===== src/rtl/seq_det_pkg.sv =====
`default_nettype none
// +--------------------------------------------------------------------------+
// | Package     : seq_det_pkg                                                |
// | Description : Shared types and defaults for the parametrised serial      |
// |               sequence detector: FSM state encoding, reset-time          |
// |               pattern/length/overlap defaults and the helper that sizes  |
// |               length/fill fields.                                        |
// | Ports       : none (package)                                             |
// | Revision    : 1.0 - initial release                                      |
// +--------------------------------------------------------------------------+
package seq_det_pkg;

  // Detector FSM: FILL while history is too short to hold a full pattern,
  // DETECT once the next accepted bit can complete one.
  typedef enum logic {
    FILL   = 1'b0,
    DETECT = 1'b1
  } state_t;

  localparam int         PKG_MAX_LEN = 8;
  localparam logic [7:0] PKG_DEF_PAT = 8'b0000_0101;  // 0,1,0,1 (MSB first)
  localparam int         PKG_DEF_LEN = 4;
  localparam bit         PKG_DEF_OVL = 1'b1;

  // Width able to hold any length in 0..max_len inclusive.
  function automatic int len_width(input int max_len);
    return $clog2(max_len + 1);
  endfunction

  localparam int PKG_LEN_W = len_width(PKG_MAX_LEN);

endpackage
`default_nettype wire


===== src/rtl/seq_detector_param_sat_counter.sv =====
`default_nettype none
// +--------------------------------------------------------------------------+
// | Module      : sat_counter                                                |
// | Description : Up-counter that holds at its maximum value. Shared by the  |
// |               detector match counter and other status counters.          |
// | Ports       : clk   - clock                                              |
// |               reset - synchronous active-high reset (count -> 0)         |
// |               inc   - increment request                                  |
// |               clr   - synchronous clear, wins over inc                   |
// |               count - current count                                      |
// | Revision    : 1.0 - initial release                                      |
// +--------------------------------------------------------------------------+
module sat_counter #(
  parameter int WIDTH = 16
) (
  input  logic             clk,
  input  logic             reset,
  input  logic             inc,
  input  logic             clr,
  output logic [WIDTH-1:0] count
);

  always_ff @(posedge clk) begin
    if (reset) begin
      count <= '0;
    end else if (clr) begin
      count <= '0;
    end else if (inc && (count != {WIDTH{1'b1}})) begin
      count <= count + WIDTH'(1);
    end
  end

endmodule
`default_nettype wire


===== src/rtl/seq_detector_param.sv =====
`default_nettype none
// +--------------------------------------------------------------------------+
// | Module      : seq_detector_param                                         |
// | Description : Serial bit-pattern detector with runtime-loadable pattern, |
// |               length (1..MAX_LEN) and overlap mode. Gives a same-cycle   |
// |               Mealy match, a registered match and a saturating count.    |
// | Ports       : clk, reset     - clock, synchronous active-high reset      |
// |               din, din_valid - qualified serial input bit                |
// |               clear          - flush history, keep config and count      |
// |               cfg_load, cfg_pat, cfg_len, cfg_ovl - configuration load   |
// |               cfg_err        - one-cycle pulse after a rejected load     |
// |               match, match_q - combinational / registered match          |
// |               match_count    - saturating match count                    |
// |               state_o        - 0 = FILL, 1 = DETECT                      |
// | Revision    : 1.0 - initial release                                      |
// +--------------------------------------------------------------------------+
module seq_detector_param
  import seq_det_pkg::*;
#(
  parameter int                 MAX_LEN = PKG_MAX_LEN,
  parameter int                 CNT_W   = 16,
  parameter logic [MAX_LEN-1:0] DEF_PAT = MAX_LEN'(PKG_DEF_PAT),
  parameter int                 DEF_LEN = PKG_DEF_LEN,
  parameter bit                 DEF_OVL = PKG_DEF_OVL,
  localparam int                LEN_W   = len_width(MAX_LEN)
) (
  input  logic               clk,
  input  logic               reset,
  input  logic               din,
  input  logic               din_valid,
  input  logic               clear,
  input  logic               cfg_load,
  input  logic [MAX_LEN-1:0] cfg_pat,
  input  logic [LEN_W-1:0]   cfg_len,
  input  logic               cfg_ovl,
  output logic               cfg_err,
  output logic               match,
  output logic               match_q,
  output logic [CNT_W-1:0]   match_count,
  output logic               state_o
);

  state_t             state_q, state_n;
  logic [MAX_LEN-1:0] hist_q, hist_n;
  logic [MAX_LEN-1:0] pat_q, pat_n;
  logic [LEN_W-1:0]   len_q, len_n;
  logic [LEN_W-1:0]   fill_q, fill_n;
  logic               ovl_q, ovl_n;
  logic               cfg_err_n;
  logic               cfg_ok;
  logic               cnt_clr;
  logic [MAX_LEN-1:0] word;
  logic [MAX_LEN-1:0] mask;

  assign cfg_ok = (cfg_len != '0) && (cfg_len <= LEN_W'(MAX_LEN));

  // Candidate window: stored history with the current bit appended. Only the
  // low len bits take part, so len=1 reduces to comparing din alone.
  assign word = {hist_q[MAX_LEN-2:0], din};
  assign mask = {MAX_LEN{1'b1}} >> (LEN_W'(MAX_LEN) - len_q);

  always_comb begin
    hist_n    = hist_q;
    fill_n    = fill_q;
    pat_n     = pat_q;
    len_n     = len_q;
    ovl_n     = ovl_q;
    cfg_err_n = 1'b0;
    cnt_clr   = 1'b0;
    match     = 1'b0;

    if (cfg_load) begin
      if (cfg_ok) begin
        pat_n   = cfg_pat;
        len_n   = cfg_len;
        ovl_n   = cfg_ovl;
        hist_n  = '0;
        fill_n  = '0;
        cnt_clr = 1'b1;
      end else begin
        cfg_err_n = 1'b1;
      end
    end else if (clear) begin
      hist_n = '0;
      fill_n = '0;
    end else if (din_valid) begin
      match  = (state_q == DETECT) && (((word ^ pat_q) & mask) == '0);
      hist_n = word;
      if (match && !ovl_q) begin
        // Non-overlapping: bits consumed by this match are never reused.
        fill_n = '0;
      end else if (fill_q != LEN_W'(MAX_LEN)) begin
        fill_n = fill_q + LEN_W'(1);
      end
    end

    if (reset) begin
      match = 1'b0;
    end

    // len is never 0 here (reset default and accepted loads are >= 1).
    state_n = (fill_n >= (len_n - LEN_W'(1))) ? DETECT : FILL;
  end

  always_ff @(posedge clk) begin
    if (reset) begin
      state_q <= FILL;
      hist_q  <= '0;
      fill_q  <= '0;
      pat_q   <= DEF_PAT;
      len_q   <= LEN_W'(DEF_LEN);
      ovl_q   <= DEF_OVL;
      cfg_err <= 1'b0;
      match_q <= 1'b0;
    end else begin
      state_q <= state_n;
      hist_q  <= hist_n;
      fill_q  <= fill_n;
      pat_q   <= pat_n;
      len_q   <= len_n;
      ovl_q   <= ovl_n;
      cfg_err <= cfg_err_n;
      match_q <= match;
    end
  end

  sat_counter #(
    .WIDTH(CNT_W)
  ) u_match_cnt (
    .clk  (clk),
    .reset(reset),
    .inc  (match),
    .clr  (cnt_clr),
    .count(match_count)
  );

  assign state_o = state_q;

endmodule
`default_nettype wire


===== config.mk =====
export PLATFORM = sky130hd
export DESIGN_NAME = seq_detector_param
export DESIGN_NICKNAME = d
export VERILOG_FILES = /design/src/rtl/seq_det_pkg.sv /design/src/rtl/seq_detector_param_sat_counter.sv /design/src/rtl/seq_detector_param.sv
export SDC_FILE = /design/constraint.sdc
export NUM_CORES = 1
export LEC_CHECK = 0
export ABC_AREA = 1
export BUFFER_PORTS_ARGS = -buffer_cell sky130_fd_sc_hd__buf_2
export CAP_MARGIN = 10
export CORE_UTILIZATION = 42
export CTS_CLUSTER_DIAMETER = 200
export DETAILED_ROUTE_END_ITERATION = 8
export SETUP_SLACK_MARGIN = 0.02
export SLEW_MARGIN = 10
export SYNTH_ARGS = -nofsm -noshare
export SYNTH_HDL_FRONTEND = slang
export SYNTH_SLANG_ARGS = --single-unit

===== constraint.sdc =====
create_clock -name clk -period 8.5 [get_ports clk]
set_input_delay 2.55 -clock clk [delete_from_list [all_inputs] [get_ports clk]]
set_output_delay 2.55 -clock clk [all_outputs]
set_load 0.05 [all_outputs]

==> results of run 1 <==
## power breakdown
group          internal (uW)  switching, uW  total, uW
combinational           17.4           32.7       50.1
sequential               206           3.39        210
clock                   95.2           70.7        166
## area by class of cell
cell class                      instances  share of cell area (%)
Sequential cell                        43                   29.76
Clock buffer                            6                   2.855
Timing Repair Buffer                   38                   6.574
Tap cell                               72                   3.114
Multi-Input combinational cell        241                   49.09
Inverter                               57                   7.396
Clock inverter                          2                   1.211
## cell usage after synthesis, drive strengths merged (4+ instances only)
| library cell | n | area share [%] |
|---|---|---|
| nor2 | 28 | 4.9 |
| o21ai | 11 | 2.2 |
| xnor2 | 8 | 2.8 |
| ha | 12 | 5.9 |
| nor3 | 6 | 1.2 |
| buf | 6 | 1.6 |
| nand4 | 21 | 6.3 |
| a21oi | 28 | 7.0 |
| inv | 57 | 8.4 |
| o21a | 4 | 1.2 |
| nand3 | 16 | 3.3 |
| nand2 | 84 | 13 |
| dfxtp | 43 | 34 |
| xor2 | 10 | 3.4 |
## stage by stage
| step | util [%] | total power, uW |
|---|---|---|
| final | 50.97 | 425.6 |
| after global routing | 50.97 | 448.2 |
| after CTS | 50.97 | 432.1 |
| after floorplan | - | 250.5 |
| after global placement | 48.90 | 264.1 |
| after detailed placement | 48.90 | 264.9 |
## critical path: cells and delay by family
kind	cells	cell delay, ps
buf+inv	4	660
simple gates	4	790
## cell usage in the layout, fill, tap and decap left out, drive strengths merged
cell    instances
a21oi          28
o21ai          11
nand4          21
nand2          84
nor3            6
o22ai           3
o21a            4
bufinv          1
a21boi          1
o211ai          2
buf            38
a32o            1
nor3b           1
clkbuf          6
or2             1
nand3          16
xnor2           8
xor2           10
a31oi           1
nor2           28
clkinv          1
ha             12
o32ai           3
inv            57
dfxtp          43
## sequential cells by signal, summed over array words and instances, names as in the netlist
signal and count:
len_q 4, pat_q 8, ovl_q 1, cfg_err 1
u_match_cnt.count 16, hist_q 7, state_o 1, match_q 1
fill_q 4
## cells by family after synthesis
kind of cell | Yosys count | share of synthesized area [%]
simple gates | 157 | 30.07
xor+xnor | 18 | 6.192
buf+inv | 66 | 10.42
fa+ha+maj | 12 | 5.897
compound gates | 54 | 13.61
flops | 43 | 33.81
## worst min-delay path by stage
stage,startpoint,to,slack [ps]
2_1_floorplan,pat_q[1]$_SDFFE_PP0P_,pat_q[1]$_SDFFE_PP0P_,440
3_3_place_gp,pat_q[6]$_SDFFE_PP0P_,pat_q[6]$_SDFFE_PP0P_,460
3_5_place_dp,pat_q[1]$_SDFFE_PP0P_,pat_q[1]$_SDFFE_PP0P_,470
4_1_cts,pat_q[5]$_SDFFE_PP0P_,pat_q[5]$_SDFFE_PP0P_,480
5_1_grt,pat_q[4]$_SDFFE_PP0P_,pat_q[4]$_SDFFE_PP0P_,510
6_report,pat_q[5]$_SDFFE_PP0P_,pat_q[5]$_SDFFE_PP0P_,480
## metal layers
layer / vias up / share of wire, % / wire length [um] / global-route usage, %
met4: 0 / 0.56 / 31 / 4.107
met3: 2 / 5.4 / 302 / 4.229
met5: - / 0 / 0 / 0
met2: 47 / 42 / 2358 / 29.74
met1: 975 / 52 / 2892 / 27.72
li1: 1208 / - / - / -
==> flow_summary.json, run 1 <==
{
  "status": "finished, final reports clean",
  "portBuffers": 38,
  "core_um2": 5675,
  "layout.cells.non_filler": 459,
  "worst_setup_path_end_kind": "output pin",
  "rsz0062_at_grt": "false",
  "synth_seq_area_share_pct": 33.81,
  "path_cells": "buf_2 > or2_1 > nor2_1 > inv_2 > nor2_8 > inv_1 > nor2_1 > buf_2",
  "period_share_pct": 77.15,
  "final_max_slew_viol_count": 0,
  "synth_flop_cell": "dfxtp_1",
  "drtPass1Iterations": 5,
  "hold_depth": 2,
  "die_x_um": 79.86,
  "seq_area_um2": 860.8,
  "cp_slowest_cell": "buf_2",
  "drc": 0,
  "cp_max_fo": 18,
  "drive_above_1_share_pct": 19.12,
  "grt_use_total_pct": 19.43,
  "crit_type": "primary input to output pin",
  "synth_seq_cells": 43,
  "cp.required_ps": 5950,
  "dp.cells": 451,
  "routabilityCongestion": 0.8375,
  "ctsHoldBuffers": 0,
  "die_h_um": 79.86,
  "fmax_mhz": 152.5,
  "relSlewSlack_pct": 54.08,
  "r2r-start": "len_q[0]$_SDFF_PP0_",
  "hold_viol": 0,
  "skew_ps": 9.846,
  "cap_violations": 0,
  "cts_sinks": 43,
  "wl_um": 5584,
  "numCtsBuffers": 5,
  "peakVddDrop_v": 0.00007154,
  "cts_root_buf": "clkbuf_8",
  "critical_path_arrival_ps": 4010,
  "ioPinCount": 39,
  "grt_max_degree": 22,
  "start_kind": "primary input",
  "die_area_um2": 6378,
  "hold_ws_ps": 477.9,
  "max_stage_delay_ps": 290,
  "synth_cell_type_count": 31,
  "power-per-cell-area_nw_per_um2": 147.1,
  "finalCriticalPeriod_ps": 6558,
  "r2r_slack_ps": 5250,
  "ys_async_sr_fraction_pct": 0,
  "p_leak_uw": 0.001336,
  "synth.avg_cell_area_um2": 7.275,
  "setup_violations": 0,
  "clk_pin_slew_worst_paths_ps": 90,
  "synth_area_um2": 2546,
  "drt-initial-drc-count": 102,
  "nets": 417,
  "start_util_pct": 44.86,
  "cp-endpoint": "match",
  "syn2layout_area_growth_pct": 13.61,
  "row_count": 27,
  "worst_pin_slew_ps": 687.2,
  "startpoint": "cfg_load",
  "synth_cells": 350,
  "antenna_found_initial": 0,
  "clock_path_buffers": 2,
  "multiInputGateArea_um2": 1420,
  "final_cell_area_um2": 2893,
  "cts_setup_buffers": 0,
  "syn-num-nets": 381,
  "clock_latency_ps": 290,
  "place_area_um2": 2775,
  "vias": 2232,
  "antenna_cells": 0,
  "hp-class": "register to register",
  "fill_cells": 609,
  "ant_nets": 0,
  "grt_overflow": 0,
  "htree_levels": 2,
  "pre_cts_ws_ps": 1941,
  "yosys_warnings": 0,
  "grt_pass1_wl_um": 9604,
  "grt_pass1_vias": 2091,
  "post_drt_via_cell_ratio": 4.863,
  "tritoncts": "built",
  "place_hpwl_um": 4233,
  "wl_per_cell_um": 12.17,
  "r2r-end": "state_o$_SDFF_PP0_",
  "finalWorstSetupSlack_ps": 1942,
  "fin_setup_tns_ps": 0,
  "r2r_cells": 18,
  "ctsResizeCount": 0,
  "synth_edf_count": 0
}
(Power assumes the default switching activity.)
==> inputs of run 2 (changes only) <==
==> constraint.sdc (replaced) <==
create_clock -name clk -period 6.4 [get_ports clk]
set_input_delay 1.92 -clock clk [delete_from_list [all_inputs] [get_ports clk]]
set_output_delay 1.92 -clock clk [all_outputs]
set_load 0.05 [all_outputs]
==> run 2 against run 1 <==
Combinational power rose by 34%. Count of clock-buffer cells in the layout stayed put. Global-route usage increased by 0.54 points. Total power grew 33%. Clock power rose by 33%. Routed wire length up 0.38%. Final area unchanged. Sequential power up 32%. Critical path type unchanged. Largest power group unchanged. Highest routed layer unchanged.
==> flow_summary.json, run 2 (synthesis gave the netlist of run 1 again) <==
{
  "grt_overflow": 0,
  "post_drt_via_cell_ratio": 4.908,
  "top_register": "u_match_cnt.count",
  "finalWorstSetupSlack_ps": 1098,
  "skew_ps": 9.019,
  "status": "finished, final reports clean",
  "worst_setup_path_end_kind": "output pin",
  "drc": 0,
  "grt_max_degree": 22,
  "hold_viol": 0,
  "final_max_slew_viol_count": 0,
  "vias": 2253,
  "place_hpwl_um": 4274,
  "cp.required_ps": 4480,
  "rsz0062_at_grt": "false",
  "antenna_found_initial": 0,
  "clk_pin_slew_worst_paths_ps": 80,
  "intPower_uw": 423.7,
  "portBuffers": 38,
  "dp.cells": 451,
  "place_area_um2": 2775,
  "final_cell_mix": "74 x nand2_1, 55 x inv_1, 43 x dfxtp_1, 38 x buf_2, 26 x nor2_1",
  "critical_path_arrival_ps": 3380,
  "p_leak_uw": 0.001336,
  "wl_per_cell_um": 12.21,
  "comb_power_share_pct": 11.9,
  "cts_setup_buffers": 0,
  "setup_violations": 0,
  "core_um2": 5675,
  "layout.cells.non_filler": 459,
  "power_frac_seq_pct": 49.2,
  "drive_above_1_share_pct": 19.12,
  "htree_levels": 2,
  "finalCriticalPeriod_ps": 5302,
  "drt-initial-drc-count": 95,
  "start_kind": "primary input",
  "tritoncts": "built",
  "numCtsBuffers": 5,
  "clock_latency_ps": 290,
  "antenna_cells": 0,
  "grt_use_total_pct": 19.98,
  "clock_path_buffers": 2,
  "r2r_cells": 18,
  "reg.largest.list": "u_match_cnt.count: 16 flops, pat_q: 8 flops, hist_q: 7 flops",
  "worst_pin_slew_ps": 680.7,
  "cts_root_buf": "clkbuf_8",
  "ctsResizeCount": 0,
  "syn2layout_area_growth_pct": 13.61,
  "hp-start": "pat_q[1]$_SDFFE_PP0P_",
  "peakVddDrop_v": 0.00009288,
  "routabilityCongestion": 0.8040,
  "hold_end": "pat_q[1]$_SDFFE_PP0P_",
  "fin_setup_tns_ps": 0,
  "cap_violations": 0,
  "ctsHoldBuffers": 0,
  "hold_ws_ps": 479.4,
  "drtPass1Iterations": 4,
  "period_share_pct": 82.84,
  "relSlewSlack_pct": 54.51,
  "hold_depth": 2,
  "r2r-start": "len_q[0]$_SDFF_PP0_",
  "swShare_pct": 25.16,
  "hp-class": "register to register",
  "crit_type": "primary input to output pin",
  "power-per-cell-area_nw_per_um2": 195.7,
  "die_h_um": 79.86,
  "nets": 417,
  "wl_um": 5605,
  "ioPinCount": 39,
  "cts_sinks": 43,
  "die_area_um2": 6378,
  "ant_nets": 0,
  "fmax_mhz": 188.6,
  "die_x_um": 79.86,
  "grt_pass1_wl_um": 10030,
  "layout_commonest_cell": "nand2_1",
  "cp_max_fo": 18,
  "r2r-end": "state_o$_SDFF_PP0_",
  "start_util_pct": 44.86,
  "power.switching_uw": 142.5,
  "clkPwrFrac_pct": 39.0,
  "final_cell_area_um2": 2893,
  "pre_cts_ws_ps": 1116,
  "largest_reg_flops": 16,
  "grt_pass1_vias": 2171,
  "row_count": 27,
  "r2r_slack_ps": 3160
}
## run 2: per-layer routing
layer  vias up  GRT usage, %  routed length [um]
li1       1214             -                   -
met5         -             0                   0
met2        35         30.17                2383
met1       997         29.03                3005
met4         0         5.357                  59
met3         7         3.314                 156
## run 2: cell type report
class                      count  area, um2
timing repair buffer          38      190.2
fill                         601       2783
multi-input combinational    241       1420
clock inverter                 2      35.03
clock buffer                   6      82.58
inverter                      57      214.0
tap                           72      90.09
sequential                    43      860.8
## run 2: worst max-delay path by stage
stage,from,to,slack (ps),depth (start not counted)
floorplan,cfg_load,match,1180,6
global placement,cfg_load,match,1120,8
detailed placement,cfg_load,match,1120,8
CTS,cfg_load,match,1110,8
global route,cfg_load,match,970,8
finish,cfg_load,match,1100,8
## run 2: power by group through the flow
| stage | Combinational (uW) | Clock, uW | Sequential (uW) |
|---|---|---|---|
| finish | 67.1 | 221 | 278 |
| global route | 77.3 | 238 | 279 |
| CTS | 67.8 | 226 | 278 |
| detailed placement | 67.4 | 0 | 285 |
| global placement | 66.4 | 0 | 284 |
| floorplan | 46.1 | 0 | 287 |
## run 2: worst max-delay path, cell delays in order
cell and delay [ps]:
buf_2 110, or2_1 250, nor2_1 120, inv_2 110, nor2_8 250, inv_1 150, nor2_1 170, buf_2 290
## run 2: metrics by stage
step | total power (uW) | util [%]
after floorplan | 332.6 | -
after global placement | 350.9 | 48.90
after detailed placement | 352.1 | 48.90
after CTS | 572.1 | 50.97
after global routing | 594.9 | 50.97
final | 566.1 | 50.97
==> inputs of run 3 (changes only) <==
--- a/config.mk
+++ b/config.mk
@@ -5,7 +5,7 @@
 export SDC_FILE = /design/constraint.sdc
 export NUM_CORES = 1
 export LEC_CHECK = 0
-export ABC_AREA = 1
+export ABC_AREA = 0
 export BUFFER_PORTS_ARGS = -buffer_cell sky130_fd_sc_hd__buf_2
 export CAP_MARGIN = 10
 export CORE_UTILIZATION = 42
==> constraint.sdc (replaced) <==
create_clock -name clk -period 5.5 [get_ports clk]
set_input_delay 1.65 -clock clk [delete_from_list [all_inputs] [get_ports clk]]
set_output_delay 1.65 -clock clk [all_outputs]
set_load 0.05 [all_outputs]
==> run 3 against run 2 <==
First-iteration DRC count decreased by 19%. Critical path depth unchanged. Non-clock buffer count increased by 5. Area after synthesis decreased by 6.2%. Global-route usage decreased by 1.7 points.
==> flow_summary.json, run 3 <==
{
  "drtPass1Iterations": 4,
  "yosys_warnings": 0,
  "grt_pass1_vias": 1847,
  "power-per-cell-area_nw_per_um2": 242.3,
  "synth_xor_area_share_pct": 6.600,
  "drive_above_1_share_pct": 21.24,
  "rsz0062_at_grt": "false",
  "final_max_slew_viol_count": 0,
  "fmax_mhz": 216.9,
  "synth_top_area_share_pct": 36.04,
  "drc": 0,
  "fill_cells": 543,
  "die_h_um": 77.41,
  "fin_setup_tns_ps": 0,
  "synth_mux_area_share_pct": 3.772,
  "cp_max_fo": 12,
  "grt_use_total_pct": 18.28,
  "portBuffers": 38,
  "period_share_pct": 83.82,
  "hp-class": "register to register",
  "yosys-top-cells-area": "dfxtp_1 36%, ha_1 6.3%, nor2_1 5.3%",
  "start_kind": "primary input",
  "synth.most_common_cell": "dfxtp_1",
  "post_drt_via_cell_ratio": 5.415,
  "yosys.area.top_type": "dfxtp_1",
  "synth_area_um2": 2389,
  "grt_overflow": 0,
  "ctsResizeCount": 0,
  "drt-initial-drc-count": 77,
  "synth-compound-area-share_pct": 21.16,
  "clock_latency_ps": 290,
  "synth_top_family_by_area": "simple AND/OR/NAND/NOR gates",
  "reg.largest.list": "u_match_cnt.count: 16 flops, pat_q: 8 flops, hist_q: 7 flops",
  "wl_um": 5124,
  "skew_ps": 4.834,
  "numCtsBuffers": 5,
  "clock_path_buffers": 2,
  "synth.avg_cell_area_um2": 9.013,
  "routabilityCongestion": 0.7732,
  "synth_seq_cells": 43,
  "cp.required_ps": 3850,
  "synth_cells": 265,
  "worst_setup_path_end_kind": "output pin",
  "clk_pin_slew_worst_paths_ps": 80,
  "antenna_found_initial": 0,
  "p_leak_uw": 0.001202,
  "cts_setup_buffers": 0,
  "status": "finished, final reports clean",
  "ys_async_sr_fraction_pct": 0,
  "wl_per_cell_um": 13.56,
  "hold_viol": 0,
  "final_util_pct": 50.35,
  "ctsHoldBuffers": 0,
  "power.total_uw": 671.9,
  "start_util_pct": 43.38,
  "synth_edf_count": 0,
  "critical_path_arrival_ps": 2960,
  "tritoncts": "built",
  "place_area_um2": 2655,
  "cap_violations": 0,
  "synth_cell_type_count": 55,
  "finalCriticalPeriod_ps": 4610,
  "die_x_um": 77.41,
  "cts_sinks": 43,
  "cts_root_buf": "clkbuf_8",
  "syn2layout_area_growth_pct": 16.08,
  "htree_levels": 2,
  "setup_violations": 0,
  "ioPinCount": 39,
  "worst_pin_slew_ps": 545.7,
  "grt_max_degree": 28,
  "die_area_um2": 5992,
  "place_hpwl_um": 3870,
  "peakVddDrop_v": 0.0001529,
  "synthAdderAreaFrac_pct": 6.286,
  "core_um2": 5507,
  "ys_top_cells_by_count": "43 x dfxtp_1, 34 x nor2_1, 16 x nand2_1, 14 x inv_1",
  "vias": 2047,
  "synth_seq_area_share_pct": 36.04,
  "nets": 336,
  "final_cell_mix": "43 x dfxtp_1, 38 x buf_2, 34 x nor2_1, 16 x nand2_1, 14 x inv_1",
  "row_count": 27,
  "relSlewSlack_pct": 63.45,
  "largest_reg_flops": 16,
  "synth_flop_cell": "dfxtp_1",
  "layout_commonest_cell": "dfxtp_1",
  "crit_type": "primary input to output pin",
  "antenna_cells": 0,
  "grt_pass1_wl_um": 8742,
  "final_cell_area_um2": 2773,
  "synth_simple_gate_area_share_pct": 21.79,
  "ant_nets": 0,
  "top_register": "u_match_cnt.count",
  "syn-num-nets": 296
}
run 3: cell count changes after synthesis, sizes merged, moves of 5 or more:
cell and change:
nand4 -14, a21o +6, o21ai -9, nand2b +5, mux2i +9, a22o +8, a21oi -16, nand2 -68
a211oi +5, inv -43, nor2 +7, nand3 -9
run 3: layer usage:
| layer | routed length, um | track usage, % |
|---|---|---|
| met1 | 2420 | 23.29 |
| met2 | 2462 | 30.88 |
| met3 | 183 | 4.000 |
| met5 | 0 | 0 |
| met4 | 57 | 5.094 |
run 3: cell families (layout without fill, tap and decap cells):
family | Yosys count | in the layout
buffers and inverters | 24 | 65
flip-flops | 43 | 43
AND/OR/NAND/NOR | 96 | 96
adder cells (fa/ha/maj) | 12 | 12
XOR/XNOR | 18 | 18
AO/OA/AOI/OAI | 63 | 63
multiplexers | 9 | 9
run 3: area by class of cell:
| cell class | instances | area, um2 | share of cell area [%] |
|---|---|---|---|
| timing repair buffer | 43 | 227.7 | 8.213 |
| tap | 72 | 90.09 | 3.249 |
| clock inverter | 2 | 35.03 | 1.264 |
| multi-input combinational | 198 | 1424 | 51.35 |
| inverter | 14 | 52.55 | 1.895 |
| sequential | 43 | 860.8 | 31.05 |
| clock buffer | 6 | 82.58 | 2.978 |
run 3: power breakdown:
| group | switching (uW) | internal (uW) |
|---|---|---|
| Clock | 108 | 147 |
| Combinational | 55.2 | 37.0 |
| Sequential | 6.30 | 319 |
| Total | 169 | 503 |
run 3: final timing paths:
path	slack (ps)	cells after the start	startpoint	end
max	890	8	din	match
min	470	1	ovl_q$_SDFFE_PP1P_	ovl_q$_SDFFE_PP1P_
max reg2reg	2430	15	len_q[0]$_SDFF_PP0_	state_o$_SDFF_PP0_
min reg2reg	470	1	ovl_q$_SDFFE_PP1P_	ovl_q$_SDFFE_PP1P_
run 3: worst max-delay path: stages:
cell and delay [ps]:
buf_2 110, xor2_1 140, a21oi_1 140, nand4_2 100
buf_4 200, and2_1 230, nor2_1 120, buf_2 270
run 3: through the flow:
stage,cells,hold slack (ps),setup slack [ps]
3_5_place_dp,370,446.5,881.0
6_report,378,468.0,890.1
5_1_grt,378,500.0,801.2
2_1_floorplan,265,426.3,832.1
3_3_place_gp,370,442.6,886.0
4_1_cts,378,466.1,879.9
